## config.mk

```make
export PLATFORM = sky130hd
export DESIGN_NAME = spi_master
export DESIGN_NICKNAME = d
export VERILOG_FILES = /design/src/rtl/spi_master.sv
export SDC_FILE = /design/constraint.sdc
export NUM_CORES = 1
export LEC_CHECK = 0
export ABC_AREA = 0
export CORE_MARGIN = 10
export CORE_UTILIZATION = 40
export CTS_CLUSTER_DIAMETER = 40
export CTS_CLUSTER_SIZE = 16
export DETAILED_ROUTE_END_ITERATION = 7
export SETUP_SLACK_MARGIN = 0.5
export SLEW_MARGIN = 10
export SYNTH_ARGS = -nofsm -noshare
export SYNTH_HDL_FRONTEND = slang
export SYNTH_SLANG_ARGS = --single-unit
```

## constraint.sdc

```tcl
create_clock -name clk -period 2.3 [get_ports clk]
set_input_delay 0.23 -clock clk [delete_from_list [all_inputs] [get_ports clk]]
set_output_delay 0.23 -clock clk [all_outputs]
set_load 0.03 [all_outputs]
```

## src/rtl/spi_master.sv

```systemverilog
// SPI master: sends a type bit plus a 10-bit command MSB-first in one ss_n-low frame,
// and for rd-data commands captures an 8-bit reply on miso after RD_LATENCY idle cycles.
module spi_master #(
   parameter int RD_LATENCY = 2,
   parameter int IDLE_GAP   = 1
) (
   input  logic       clk,
   input  logic       rst_n,
   input  logic       start,
   input  logic [9:0] cmd,
   output logic       busy,
   output logic       done,
   output logic [7:0] rd_data,
   output logic       rd_valid,
   output logic       ss_n,
   output logic       mosi,
   input  logic       miso
);

   typedef enum logic [2:0] {IDLE, TYPE, SHIFT, WAIT, READ, GAP} state_t;

   localparam logic [4:0] LAT      = 5'(RD_LATENCY);
   localparam logic [4:0] LAT_END  = 5'(RD_LATENCY + 8);
   localparam logic [3:0] GAP_LAST = 4'(IDLE_GAP - 1);

   state_t     state, state_n;
   logic [9:0] shift_reg, shift_reg_n;
   logic [7:0] rx, rx_n, rd_data_n;
   logic [3:0] bit_cnt, bit_cnt_n;
   logic [4:0] lat_cnt, lat_cnt_n;
   logic       rd_cmd, rd_cmd_n;
   logic       busy_n, done_n, rd_valid_n, ss_n_n, mosi_n;

   always_ff @(posedge clk or negedge rst_n) begin
      if (!rst_n) begin
         state     <= IDLE;
         shift_reg <= '0;
         rx        <= '0;
         rd_data   <= '0;
         bit_cnt   <= '0;
         lat_cnt   <= '0;
         rd_cmd    <= 1'b0;
         busy      <= 1'b0;
         done      <= 1'b0;
         rd_valid  <= 1'b0;
         ss_n      <= 1'b1;
         mosi      <= 1'b0;
      end else begin
         state     <= state_n;
         shift_reg <= shift_reg_n;
         rx        <= rx_n;
         rd_data   <= rd_data_n;
         bit_cnt   <= bit_cnt_n;
         lat_cnt   <= lat_cnt_n;
         rd_cmd    <= rd_cmd_n;
         busy      <= busy_n;
         done      <= done_n;
         rd_valid  <= rd_valid_n;
         ss_n      <= ss_n_n;
         mosi      <= mosi_n;
      end
   end

   // Every output is computed here as a next value and registered above.
   always_comb begin
      state_n     = state;
      shift_reg_n = shift_reg;
      rx_n        = rx;
      rd_data_n   = rd_data;
      bit_cnt_n   = bit_cnt;
      lat_cnt_n   = lat_cnt;
      rd_cmd_n    = rd_cmd;
      busy_n      = busy;
      ss_n_n      = ss_n;
      mosi_n      = 1'b0;
      done_n      = 1'b0;
      rd_valid_n  = 1'b0;
      case (state)
         IDLE: begin
            busy_n = 1'b0;
            ss_n_n = 1'b1;
            if (start && !busy) begin
               state_n     = TYPE;
               shift_reg_n = cmd;
               rd_cmd_n    = (cmd[9:8] == 2'b11);
               busy_n      = 1'b1;
               ss_n_n      = 1'b0;
               mosi_n      = cmd[9];
            end
         end
         TYPE: begin
            mosi_n      = shift_reg[9];
            shift_reg_n = {shift_reg[8:0], 1'b0};
            bit_cnt_n   = '0;
            state_n     = SHIFT;
         end
         SHIFT: begin
            if (bit_cnt == 4'd9) begin
               bit_cnt_n = '0;
               lat_cnt_n = 5'd1;
               if (rd_cmd) begin
                  // Zero latency: the slave's first reply bit is already on miso.
                  if (LAT == 5'd0) begin
                     rx_n    = {rx[6:0], miso};
                     state_n = READ;
                  end else begin
                     state_n = WAIT;
                  end
               end else begin
                  ss_n_n  = 1'b1;
                  done_n  = 1'b1;
                  state_n = GAP;
               end
            end else begin
               mosi_n      = shift_reg[9];
               shift_reg_n = {shift_reg[8:0], 1'b0};
               bit_cnt_n   = bit_cnt + 4'd1;
            end
         end
         WAIT: begin
            lat_cnt_n = lat_cnt + 5'd1;
            if (lat_cnt == LAT) begin
               rx_n    = {rx[6:0], miso};
               state_n = READ;
            end
         end
         READ: begin
            if (lat_cnt == LAT_END) begin
               ss_n_n     = 1'b1;
               rd_data_n  = rx;
               rd_valid_n = 1'b1;
               done_n     = 1'b1;
               bit_cnt_n  = '0;
               state_n    = GAP;
            end else begin
               rx_n      = {rx[6:0], miso};
               lat_cnt_n = lat_cnt + 5'd1;
            end
         end
         GAP: begin
            ss_n_n = 1'b1;
            if (bit_cnt == GAP_LAST) begin
               busy_n  = 1'b0;
               state_n = IDLE;
            end else begin
               bit_cnt_n = bit_cnt + 4'd1;
            end
         end
         default: begin
            state_n   = IDLE;
            busy_n    = 1'b0;
            ss_n_n    = 1'b1;
            rd_data_n = '0;
            bit_cnt_n = '0;
            lat_cnt_n = '0;
            rd_cmd_n  = 1'b0;
         end
      endcase
   end

endmodule

```

---- Word level (Yosys, flattened, before mapping) ----
Cells that the tools add are included.
cells by class
  $add $sub $neg .......................... 2
  equality and inequality tests ........... 18
  muxes and demuxes ....................... 40
  bitwise logic cells ..................... 6
  reduce and logical (&&, ||, !) cells .... 21
operators with widths
  cell                                                             number
  8-bit case mux with 2 select lines                               2
  10-bit case mux with 3 select lines                              1
  8-bit 2-to-1 mux                                                 3
  10-bit 2-to-1 mux                                                2
  5-bit case mux with 4 select lines                               1
  3-bit 2-to-1 mux                                                 6
  2-bit inequality test, second input constant                     9
  3-bit case mux with 6 select lines                               1
  4-bit case mux with 4 select lines                               1
  1-bit 2-to-1 mux                                                 13
  4-bit 2-to-1 mux                                                 3
  3-bit AND reduction                                              4
  5-bit 2-to-1 mux                                                 2
  5-bit OR reduction                                               2
  3-bit by 2-bit == test with 1-bit output, second input constant  2
  3-bit == test, second input constant                             2
  1-bit NOT                                                        6
  1-bit case mux with 3 select lines                               2
  2-bit AND reduction                                              3
  5-bit by 1-bit adder with 5-bit output, second input constant    1
  5-bit by 2-bit == test with 1-bit output, second input constant  1
  5-bit by 4-bit == test with 1-bit output, second input constant  1
  5-bit AND reduction                                              1
  4-bit by 1-bit adder with 4-bit output, second input constant    1
  15 further kinds                                                 17
storage, ports and cells
  register bits ........................... 44
  bits of input ports ..................... 14
  logic and storage cells ................. 99

---- Longest topological paths before layout ----
Gate-level depths: netlist of run 1.
  depth after elaboration ................. 4
  mapped depth ............................ 8
  mapped depth without buffers ............ 6

---- Worst setup path before layout of run 1 ----
Ideal clock, no wire load.
  path kind ............................... register -> register
  from .................................... register lat_cnt[0]
  to ...................................... register lat_cnt[1]
  data arrival time ....................... 1.621 ns
  path slack .............................. 0.554 ns
  cell stages (with the launch flop) ...... 8
  buffers on the path ..................... 1
  cells stage by stage .................... dfrtp_1 > inv_1 > ha_1 > nor4bb_4 > buf_6 > nor2_4 > o21ai_2 > mux2_2
on the way
  cells in the longest elaborated chain, start to end .. 3
  elaborated cells between the ends (all ways) .. 6
  those cells by class .................... 1 x add/sub; 2 x eq/ne; 2 x mux; 1 x reduce/logical
RTL lines
  what                                                                                                       RTL line       RTL
  from (decl)                                                                                                30             logic [4:0] lat_cnt, lat_cnt_n;
  from (signal assigned)                                                                                     54             lat_cnt <= lat_cnt_n;
  5-bit by 1-bit adder with 5-bit output / 5-bit by 4-bit == test with 1-bit output (equally long branches)  121, 137, 128
  5-bit 2-to-1 mux / 2-bit inequality test (equally long branches)                                           n/a
  5-bit case mux with 4 select lines / 3-bit AND reduction (equally long branches)                           n/a
Several ways; a longest one is shown, not always the timed one. The select of a mux whose other input is x is not followed.
A chain may end at the register's enable or synchronous reset.

---- Worst setup path after layout of run 1 ----
  from .................................... register lat_cnt[1]
  to ...................................... register rx[2]
on the way
  cells in the longest elaborated chain, start to end .. 3
  elaborated cells between the ends (all ways) .. 5
  those cells by class .................... 4 x eq/ne; 1 x reduce/logical
RTL lines
  what                                                                                                         RTL line  RTL
  5-bit by 4-bit == test with 1-bit output / 5-bit by 2-bit == test with 1-bit output (equally long branches)  128, 122
  2-bit inequality test (no source line)                                                                       n/a
  3-bit AND reduction (no source line) *                                                                       n/a
  to (signal assigned)                                                                                         51        rx <= rx_n;
  to (decl)                                                                                                    28        logic [7:0] rx, rx_n, rd_data_n;
Every way passes the cells marked *; elsewhere a longest branch is shown, timed or not.

==> results.py, run 1 <==
metrics = {
    "outcome": {
        "status": "finished, final reports clean",
    },
    "job": {
        "drv_cap": 0,
    },
    "clock_network": {
        "numCtsBuffers": 5,
        "cts_tree": "built",
        "ctsHtreeMaxLevel": 2,
        "cts_sinks": 44,
        "path_clk_slew_ns": 0.09,
        "clk_latency_ns": 0.30,
        "cts_root_buf": "clkbuf_8",
        "cts_buffer_depth": 2,
    },
    "die": {
        "dieArea_um2": 9330,
        "boundaryPins": 27,
        "row_count": 27,
        "fp.coreArea_um2": 5610,
        "die_h_um": 96.6,
        "die_w_um": 96.6,
        "start_util": 0.419,
    },
    "timing": {
        "fin_setup_tns_ns": 0,
        "timing.final.crit_share": 0.787,
        "hold_viol": 0,
        "finalSetupViolations": 0,
        "fmax_mhz": 553,
        "holdWs_ns": 0.442,
        "rsz0062_at_grt": "true",
        "final.setup_skew_ns": 0.00437,
        "fin_crit_ns": 1.81,
        "slew-limit-headroom": 0.639,
        "worst_slew_pin_slew_ns": 0.542,
        "drv_slew": 0,
    },
    "logic_synthesis": {
        "synth_cell_types": 55,
        "ys_top_cells_by_area": "dfrtp_1 (46%), mux2_2 (12%), o2bb2ai_1 (3.4%)",
        "synth_top_area_share": 0.458,
        "syn_nets": 224,
        "yosys_warnings": 0,
        "avgSynthCellArea_um2": 11.5,
        "synth_edf_count": 0,
        "synth_top_area_cell": "dfrtp_1",
        "synth_flop_cell": "dfrtp_1",
        "yosys_register_bits": 44,
        "synthMostInstantiatedCell": "dfrtp_1",
        "netlist_instances": 205,
        "ys_top_cells_by_count": "dfrtp_1 (43), mux2_2 (26), nand2_1 (10), nor2_1 (10), o2bb2ai_1 (9)",
        "synth.cell_area_um2": 2350,
        "synth-seq-area-share": 0.470,
        "async_reset_ff_frac": 1.00,
    },
    "drt": {
        "dr_total_vias": 1756,
        "drtIter0Drc": 87,
        "routedWlPerCell_um": 16.4,
        "wirelength_um": 5230,
        "vias_per_cell": 5.52,
        "drc": 0,
        "drtAntennaViolNets": 0,
        "firstDrtPassIters": 4,
    },
    "finish": {
        "multi_input_area_um2": 1190,
        "n_antenna_cell": 0,
        "drive_gt1_frac": 0.301,
        "largest_register_ffs": 10,
        "fillers": 527,
        "area_growth_pct": 26.1,
        "fin_nets": 264,
        "register_area_um2": 1110,
    },
    "placed_design": {
        "gp_congestion": 0.807,
        "port_buffers": 26,
        "dp_hpwl_um": 3600,
    },
    "global_routing": {
        "grt_max_degree": 24,
        "antenna_found_initial": 0,
        "grt_pass1_wl_um": 8580,
        "grt.total_usage": 0.107,
        "grt_pass1_vias": 1682,
        "grt-ovfl-total": 0,
    },
    "setup_path": {
        "critPathRequiredTime_ns": 2.49,
        "worst-path-max-fanout": 8,
        "worstSetupPathType": "register to register",
        "critPathLaunchType": "register",
        "cp.arrival_ns": 2.00,
        "worstSetupEndpointType": "register",
    },
    "power": {
        "irDropWorstVdd_mv": 0.532,
        "p_leak_nw": 1.23,
        "power.density_nw_per_um2": 1160,
    },
    "worst_hold_path": {
        "hold_class": "input port to async pin",
    },
}
## timing repair
| action | 4_1_cts | 5_1_grt |
|---|---|---|
| setup endpoints to repair | 30 | 34 |
| buffers inserted | 6 | 5 |
| resized for setup | 9 | 6 |
| pin swaps | 5 | 2 |
| hold endpoints to repair | 21 | 0 |
| hold buffers | 1 | 0 |
## cell families after synthesis
kind of cell	after synthesis	share of synthesized area
AND/OR/NAND/NOR	54	0.139
AO/OA/AOI/OAI	51	0.172
flip-flops	44	0.470
multiplexers	29	0.140
buffers and inverters	19	0.0421
adder cells (fa/ha/maj)	5	0.0267
XOR/XNOR	3	0.0112
## metrics by stage
step | utilization | instances | cell area, µm² | power (mW) | setup WS, ns
finish | 0.528 | 318 | 2960 | 3.44 | 0.490
CTS | 0.515 | 313 | 2890 | 3.40 | 0.513
global placement | 0.478 | 298 | 2680 | 2.62 | 0.322
floorplan | - | 205 | 2350 | 2.31 | 0.554
detailed placement | 0.478 | 298 | 2680 | 2.64 | 0.339
global route | 0.528 | 318 | 2960 | 3.68 | 0.441
## power breakdown
part | leakage, nW | internal (mW) | switching [mW]
Combinational | 0.604 | 0.866 | 0.781
Sequential | 0.574 | 0.994 | 0.200
Clock | 0.0541 | 0.322 | 0.276
Total | 1.23 | 2.18 | 1.26
## worst max-delay path, stage by stage, from the launching register on
cell	delay [ns]
dfrtp_1	0.45
ha_4	0.19
nor4bb_4	0.15
buf_4	0.17
nor2_4	0.14
o2bb2ai_4	0.14
buf_12	0.14
mux2_2	0.33
## path summary, 6_finish.rpt
| path | start | cells after the start | to | slack, ns |
|---|---|---|---|---|
| worst max register to register | lat_cnt[1] | 7 | rx[2] | 0.49 |
| worst max-delay path | lat_cnt[1] | 7 | rx[2] | 0.49 |
| max in group asynchronous | rst_n | 3 | state[1] | 1.34 |
| worst min register to register | shift_reg[7] | 1 | shift_reg[7] | 0.51 |
| worst min-delay path | rst_n | 2 | bit_cnt[1] | 0.44 |
| min in group clk | cmd[0] | 3 | shift_reg[0] | 0.47 |
## cell usage in the layout (no fill, tap or decap), types with 6 or more instances in the layout
| cell type | n |
|---|---|
| clkdlybuf4s50_1 | 25 |
| o21ai_0 | 6 |
| buf_4 | 14 |
| nor2_1 | 10 |
| nand2_1 | 8 |
| o2bb2ai_1 | 9 |
| mux2_2 | 25 |
| dfrtp_1 | 40 |
| nand2b_1 | 6 |
| a22oi_1 | 8 |
| inv_1 | 6 |
| a21oi_1 | 7 |
| nand3_1 | 6 |
## area by class of cell
cell class | count | area share
Sequential cell | 44 | 0.374
Multi-Input combinational cell | 142 | 0.403
Timing Repair Buffer | 44 | 0.145
Tap cell | 72 | 0.0304
Clock buffer | 5 | 0.0232
Clock inverter | 3 | 0.0144
Inverter | 8 | 0.0101
## layer usage
layer  vias up  global-route usage  share of wire
li1        836                   -              -
met1       874               0.143           0.46
met3         5              0.0234          0.035
met4         0              0.0383          0.014
met5         -                   0              0
met2        41               0.164           0.49
(Power assumes the default switching activity.)
==> run 2: changes to the inputs <==
- clock period: 2.3 -> 1.47 ns (I/O delays scaled with it)
==> run 2 against run 1 <==
- the run now ends with setup timing left
- power is 97% higher
- combinational power is 140% higher
- sequential power is 52% higher
- wire length is 19% higher
- flip-flop and latch count stayed put
- cell area is 25% higher
- via count is 12% higher
- core utilization is 13 points higher
- die area stayed put
==> results.py, run 2 (synthesis gave the netlist of run 1 again) <==
metrics = {
    "timing": {
        "post-route-worst-setup-slack_ns": -0.238,
        "slew-limit-headroom": 0.685,
        "fin_crit_ns": 1.71,
        "hold_viol": 0,
        "holdWs_ns": 0.322,
        "fmax_mhz": 586,
        "worst_slew_pin_slew_ns": 0.473,
        "timing.final.crit_share": 1.16,
        "finalSetupViolations": 42,
        "rsz0062_at_grt": "true",
        "final.setup_skew_ns": 0.0120,
        "drv_slew": 0,
    },
    "setup_path": {
        "timing.rr.end": "rx[0]",
        "worstSetupEndpointType": "register",
        "critPathLaunch": "lat_cnt[0]",
        "worstSetupPathType": "register to register",
        "crit_end": "rx[0]",
        "critPathRequiredTime_ns": 1.67,
        "worstRegToRegCells": 7,
        "worst-path-max-fanout": 8,
        "cp.arrival_ns": 1.90,
        "critPathLaunchType": "register",
        "r2r_slack_ns": -0.24,
        "timing.rr.start": "lat_cnt[0]",
    },
    "finish": {
        "n_antenna_cell": 0,
        "drive_gt1_frac": 0.570,
        "fin_cells": 370,
        "final_common_cell": "buf_4",
        "area_growth_pct": 57.1,
        "finish.utilization": 0.658,
        "fin_nets": 316,
        "final_area_um2": 3690,
        "fillers": 465,
        "final_cell_mix": "buf_4 (53), dfrtp_1 (40), buf_6 (24)",
        "largest_register_ffs": 10,
    },
    "global_routing": {
        "antenna_found_initial": 0,
        "grt.total_usage": 0.131,
        "grt-ovfl-total": 0,
        "grt_pass1_wl_um": 10400,
        "grt_max_degree": 20,
        "grt_pass1_vias": 2024,
    },
    "die": {
        "fp.coreArea_um2": 5610,
        "dieArea_um2": 9330,
        "boundaryPins": 27,
        "row_count": 27,
        "die_w_um": 96.6,
        "die_h_um": 96.6,
        "start_util": 0.419,
    },
    "clock_network": {
        "ctsHtreeMaxLevel": 2,
        "numCtsBuffers": 5,
        "path_clk_slew_ns": 0.10,
        "cts_root_buf": "clkbuf_8",
        "cts_tree": "built",
        "cts_buffer_depth": 2,
        "clk_latency_ns": 0.31,
        "cts_sinks": 44,
    },
    "placed_design": {
        "dp_hpwl_um": 4120,
        "placed_area_um2": 3150,
        "port_buffers": 26,
        "gp_congestion": 0.773,
        "place_inst": 339,
    },
    "power": {
        "p_leak_nw": 1.63,
        "comb_power_share": 0.583,
        "internal-power_mw": 4.34,
        "pwr-share-seq": 0.267,
        "switching_share": 0.361,
        "irDropWorstVdd_mv": 1.48,
        "pwr-share-clk": 0.149,
        "power.density_nw_per_um2": 1840,
        "p_total_mw": 6.79,
        "switchingPower_mw": 2.45,
    },
    "drt": {
        "drc": 0,
        "dr_total_vias": 1968,
        "firstDrtPassIters": 4,
        "drtIter0Drc": 86,
        "routedWlPerCell_um": 16.8,
        "drtAntennaViolNets": 0,
        "vias_per_cell": 5.32,
        "wirelength_um": 6230,
    },
    "worst_hold_path": {
        "hold_class": "input port to async pin",
    },
    "outcome": {
        "status": "finished, violations left",
        "violations": "setup timing",
    },
    "job": {
        "drv_cap": 0,
    },
}
==> run 2: final cells by class <==
type,instances,area (µm²),share of cell area
Clock buffer,5,68.8,0.0187
Clock inverter,3,50.0,0.0136
Inverter,8,32.5,0.00882
Multi-Input combinational cell,142,1450,0.394
Sequential cell,44,1110,0.300
Tap cell,72,90.1,0.0244
Timing Repair Buffer,96,888,0.241
==> run 2: worst max-delay path, stage by stage (launching register included) <==
cell and delay [ns]:
dfrtp_1 0.41, inv_2 0.09, ha_4 0.14, nor4bb_4 0.31, nor2_4 0.09, o2bb2ai_4 0.14, buf_12 0.14, mux2_4 0.29
==> run 2: power groups by stage <==
stage,clock (mW),combinational (mW),sequential [mW]
floorplan,0,1.96,1.86
global placement,0,3.22,1.80
detailed placement,0,3.22,1.81
CTS,1.03,3.78,1.80
global route,1.09,4.26,1.86
finish,1.02,3.96,1.81
==> run 2: routing by layer <==
metal  up-vias  global-route usage  routed length [µm]
met4         0              0.0417                  65
met5         -                   0                   0
met1       985               0.172                2870
li1        944                   -                   -
met3         9              0.0291                 251
met2        30               0.206                3050
==> run 2: worst min path at each step <==
| stage | from | end | slack, ns | cells past startpoint |
|---|---|---|---|---|
| 2_1_floorplan | rst_n | bit_cnt[0] | -0.15 | 0 |
| 3_3_place_gp | rst_n | shift_reg[3] | 0.14 | 1 |
| 3_5_place_dp | rst_n | state[1] | 0.14 | 1 |
| 4_1_cts | rst_n | rd_data[3] | 0.35 | 2 |
| 5_1_grt | rst_n | rd_data[2] | 0.36 | 2 |
| 6_report | rst_n | rx[2] | 0.32 | 2 |
==> run 2: through the flow <==
stage	TNS, ns	setup slack [ns]
floorplan	-3.99	-0.221
global placement	-6.62	-0.266
detailed placement	-7.13	-0.273
CTS	-6.56	-0.226
global route	-10.81	-0.328
finish	-7.25	-0.238
==> run 2: what timing repair did <==
action	CTS	global route
pin swaps	20	15
hold endpoints to repair	16	0
resized for setup	131	10
cloned	0	1
hold buffers	1	0
setup buffers	17	4
endpoints found under the setup margin	57	57
==> run 3: changes to the inputs <==
- CTS_CLUSTER_SIZE: 16 -> 20
- GPL_TIMING_DRIVEN: not set -> 0
==> run 3 against run 2 <==
- the run still ends with setup timing left
- critical path type unchanged
- count of clock-buffer cells in the layout rose by 1
- critical endpoint is now rx[6]
- power decreased by 2.5%
- core utilization is 1.2 points lower
- critical path depth grew 1
- global-route usage shrank 0.54 points
- combinational power about the same
- cell area shrank 1.8%
- wire length grew 0.26%
- worst hold slack got worse by 0.055 ns
- die area unchanged
- clock power decreased by 18%
- final cell count fell by 4.1%
==> results.py, run 3 (synthesis gave the netlist of run 1 again) <==
metrics = {
    "finish": {
        "fin_nets": 301,
        "final_area_um2": 3620,
        "fin_cells": 355,
        "largest_register_ffs": 10,
        "n_antenna_cell": 0,
        "area_growth_pct": 54.3,
        "drive_gt1_frac": 0.569,
        "fillers": 462,
        "final_cell_mix": "dfrtp_1 (40), buf_4 (30), buf_6 (25)",
        "final_common_cell": "dfrtp_1",
        "finish.utilization": 0.646,
    },
    "timing": {
        "worst_slew_pin_slew_ns": 0.429,
        "drv_slew": 0,
        "final.setup_skew_ns": 0.00900,
        "fin_crit_ns": 1.73,
        "hold_viol": 0,
        "slew-limit-headroom": 0.713,
        "post-route-worst-setup-slack_ns": -0.263,
        "finalSetupViolations": 43,
        "timing.final.crit_share": 1.18,
        "fmax_mhz": 577,
        "rsz0062_at_grt": "true",
    },
    "power": {
        "p_leak_nw": 1.56,
        "power.density_nw_per_um2": 1830,
        "irDropWorstVdd_mv": 1.09,
    },
    "clock_network": {
        "path_clk_slew_ns": 0.09,
        "clk_latency_ns": 0.31,
        "cts_tree": "built",
        "cts_sinks": 44,
        "cts_root_buf": "clkbuf_8",
        "cts_buffer_depth": 2,
        "numCtsBuffers": 5,
        "ctsHtreeMaxLevel": 2,
    },
    "worst_hold_path": {
        "hold_class": "input port to async pin",
    },
    "drt": {
        "wirelength_um": 6250,
        "drtIter0Drc": 96,
        "drtAntennaViolNets": 0,
        "dr_total_vias": 1908,
        "drc": 0,
        "firstDrtPassIters": 4,
        "vias_per_cell": 5.37,
        "routedWlPerCell_um": 17.6,
    },
    "global_routing": {
        "grt_pass1_wl_um": 9960,
        "antenna_found_initial": 0,
        "grt.total_usage": 0.125,
        "grt-ovfl-total": 0,
        "grt_max_degree": 28,
        "grt_pass1_vias": 1968,
    },
    "die": {
        "dieArea_um2": 9330,
        "boundaryPins": 27,
        "fp.coreArea_um2": 5610,
        "row_count": 27,
        "die_w_um": 96.6,
        "start_util": 0.419,
        "die_h_um": 96.6,
    },
    "setup_path": {
        "cp.arrival_ns": 1.93,
        "max_stage_delay_ns": 0.38,
        "critPathTopFamily": "flip-flops",
        "worstSetupPathType": "register to register",
        "worst-path-max-fanout": 8,
        "slowest_stage": "dfrtp_1",
        "critPathRequiredTime_ns": 1.67,
        "path_cells": "inv_2 -> ha_4 -> nor4bb_4 -> buf_6 -> nor2_4 -> o2bb2ai_4 -> buf_12 -> mux2_4",
        "critPathBufInv": 3,
        "critPathLaunchType": "register",
        "worstSetupEndpointType": "register",
    },
    "placed_design": {
        "gp_congestion": 0.867,
        "place_inst": 304,
        "port_buffers": 26,
        "dp_hpwl_um": 3710,
        "placed_area_um2": 2860,
    },
    "outcome": {
        "status": "finished, violations left",
        "violations": "setup timing",
    },
    "job": {
        "drv_cap": 0,
    },
}
run 3: path summary, 6_finish.rpt:
check | start | endpoint | slack, ns | depth (start not counted)
worst min register to register | shift_reg[5] | shift_reg[5] | 0.51 | 1
min in group clk | cmd[0] | shift_reg[0] | 0.39 | 3
worst max-delay path | lat_cnt[0] | rx[6] | -0.26 | 8
worst max register to register | lat_cnt[0] | rx[6] | -0.26 | 8
max in group asynchronous | rst_n | ss_n | 0.70 | 3
worst min-delay path | rst_n | bit_cnt[2] | 0.27 | 2
run 3: power breakdown:
| group | total (mW) | leakage, nW | switching [mW] | internal (mW) |
|---|---|---|---|---|
| combinational | 3.97 | 0.941 | 1.76 | 2.20 |
| sequential | 1.82 | 0.573 | 0.263 | 1.55 |
| clock | 0.835 | 0.0434 | 0.454 | 0.381 |
| total | 6.62 | 1.56 | 2.48 | 4.14 |
run 3: final cells by class:
cell class                      instances  area (µm²)  area share
Multi-Input combinational cell        143        1510       0.417
Sequential cell                        44        1110       0.305
Timing Repair Buffer                   69         688       0.190
Buffer                                 11        98.8      0.0273
Tap cell                               72        90.1      0.0249
Clock buffer                            6        82.6      0.0228
Inverter                                8        30.0     0.00829
Clock inverter                          2        15.0     0.00415
run 3: per-stage QoR:
step	TNS, ns	hold WS (ns)	power [mW]	setup slack [ns]
floorplan	-3.99	-0.149	3.81	-0.221
global placement	-54.14	0.485	4.37	-1.14
detailed placement	-11.32	0.118	4.40	-0.456
CTS	-6.94	0.315	6.32	-0.256
global route	-10.51	0.292	7.00	-0.320
finish	-7.50	0.267	6.62	-0.263
run 3: what timing repair did:
item                                    in CTS  in global routing
resized for setup                          141                 14
hold endpoints to repair                    17                  0
endpoints found under the setup margin      57                 58
setup buffers                               32                  8
hold buffers                                 1                  0
cloned                                       1                  1
pin swaps                                   17                  9
run 3: layer usage:
metal  track usage  part of all wire  vias to the layer above
met5             0                 0                        -
met4        0.0406             0.012                        0
met3        0.0305             0.043                        7
met2         0.189              0.48                       35
met1         0.170              0.47                      948
li1              -                 -                      918
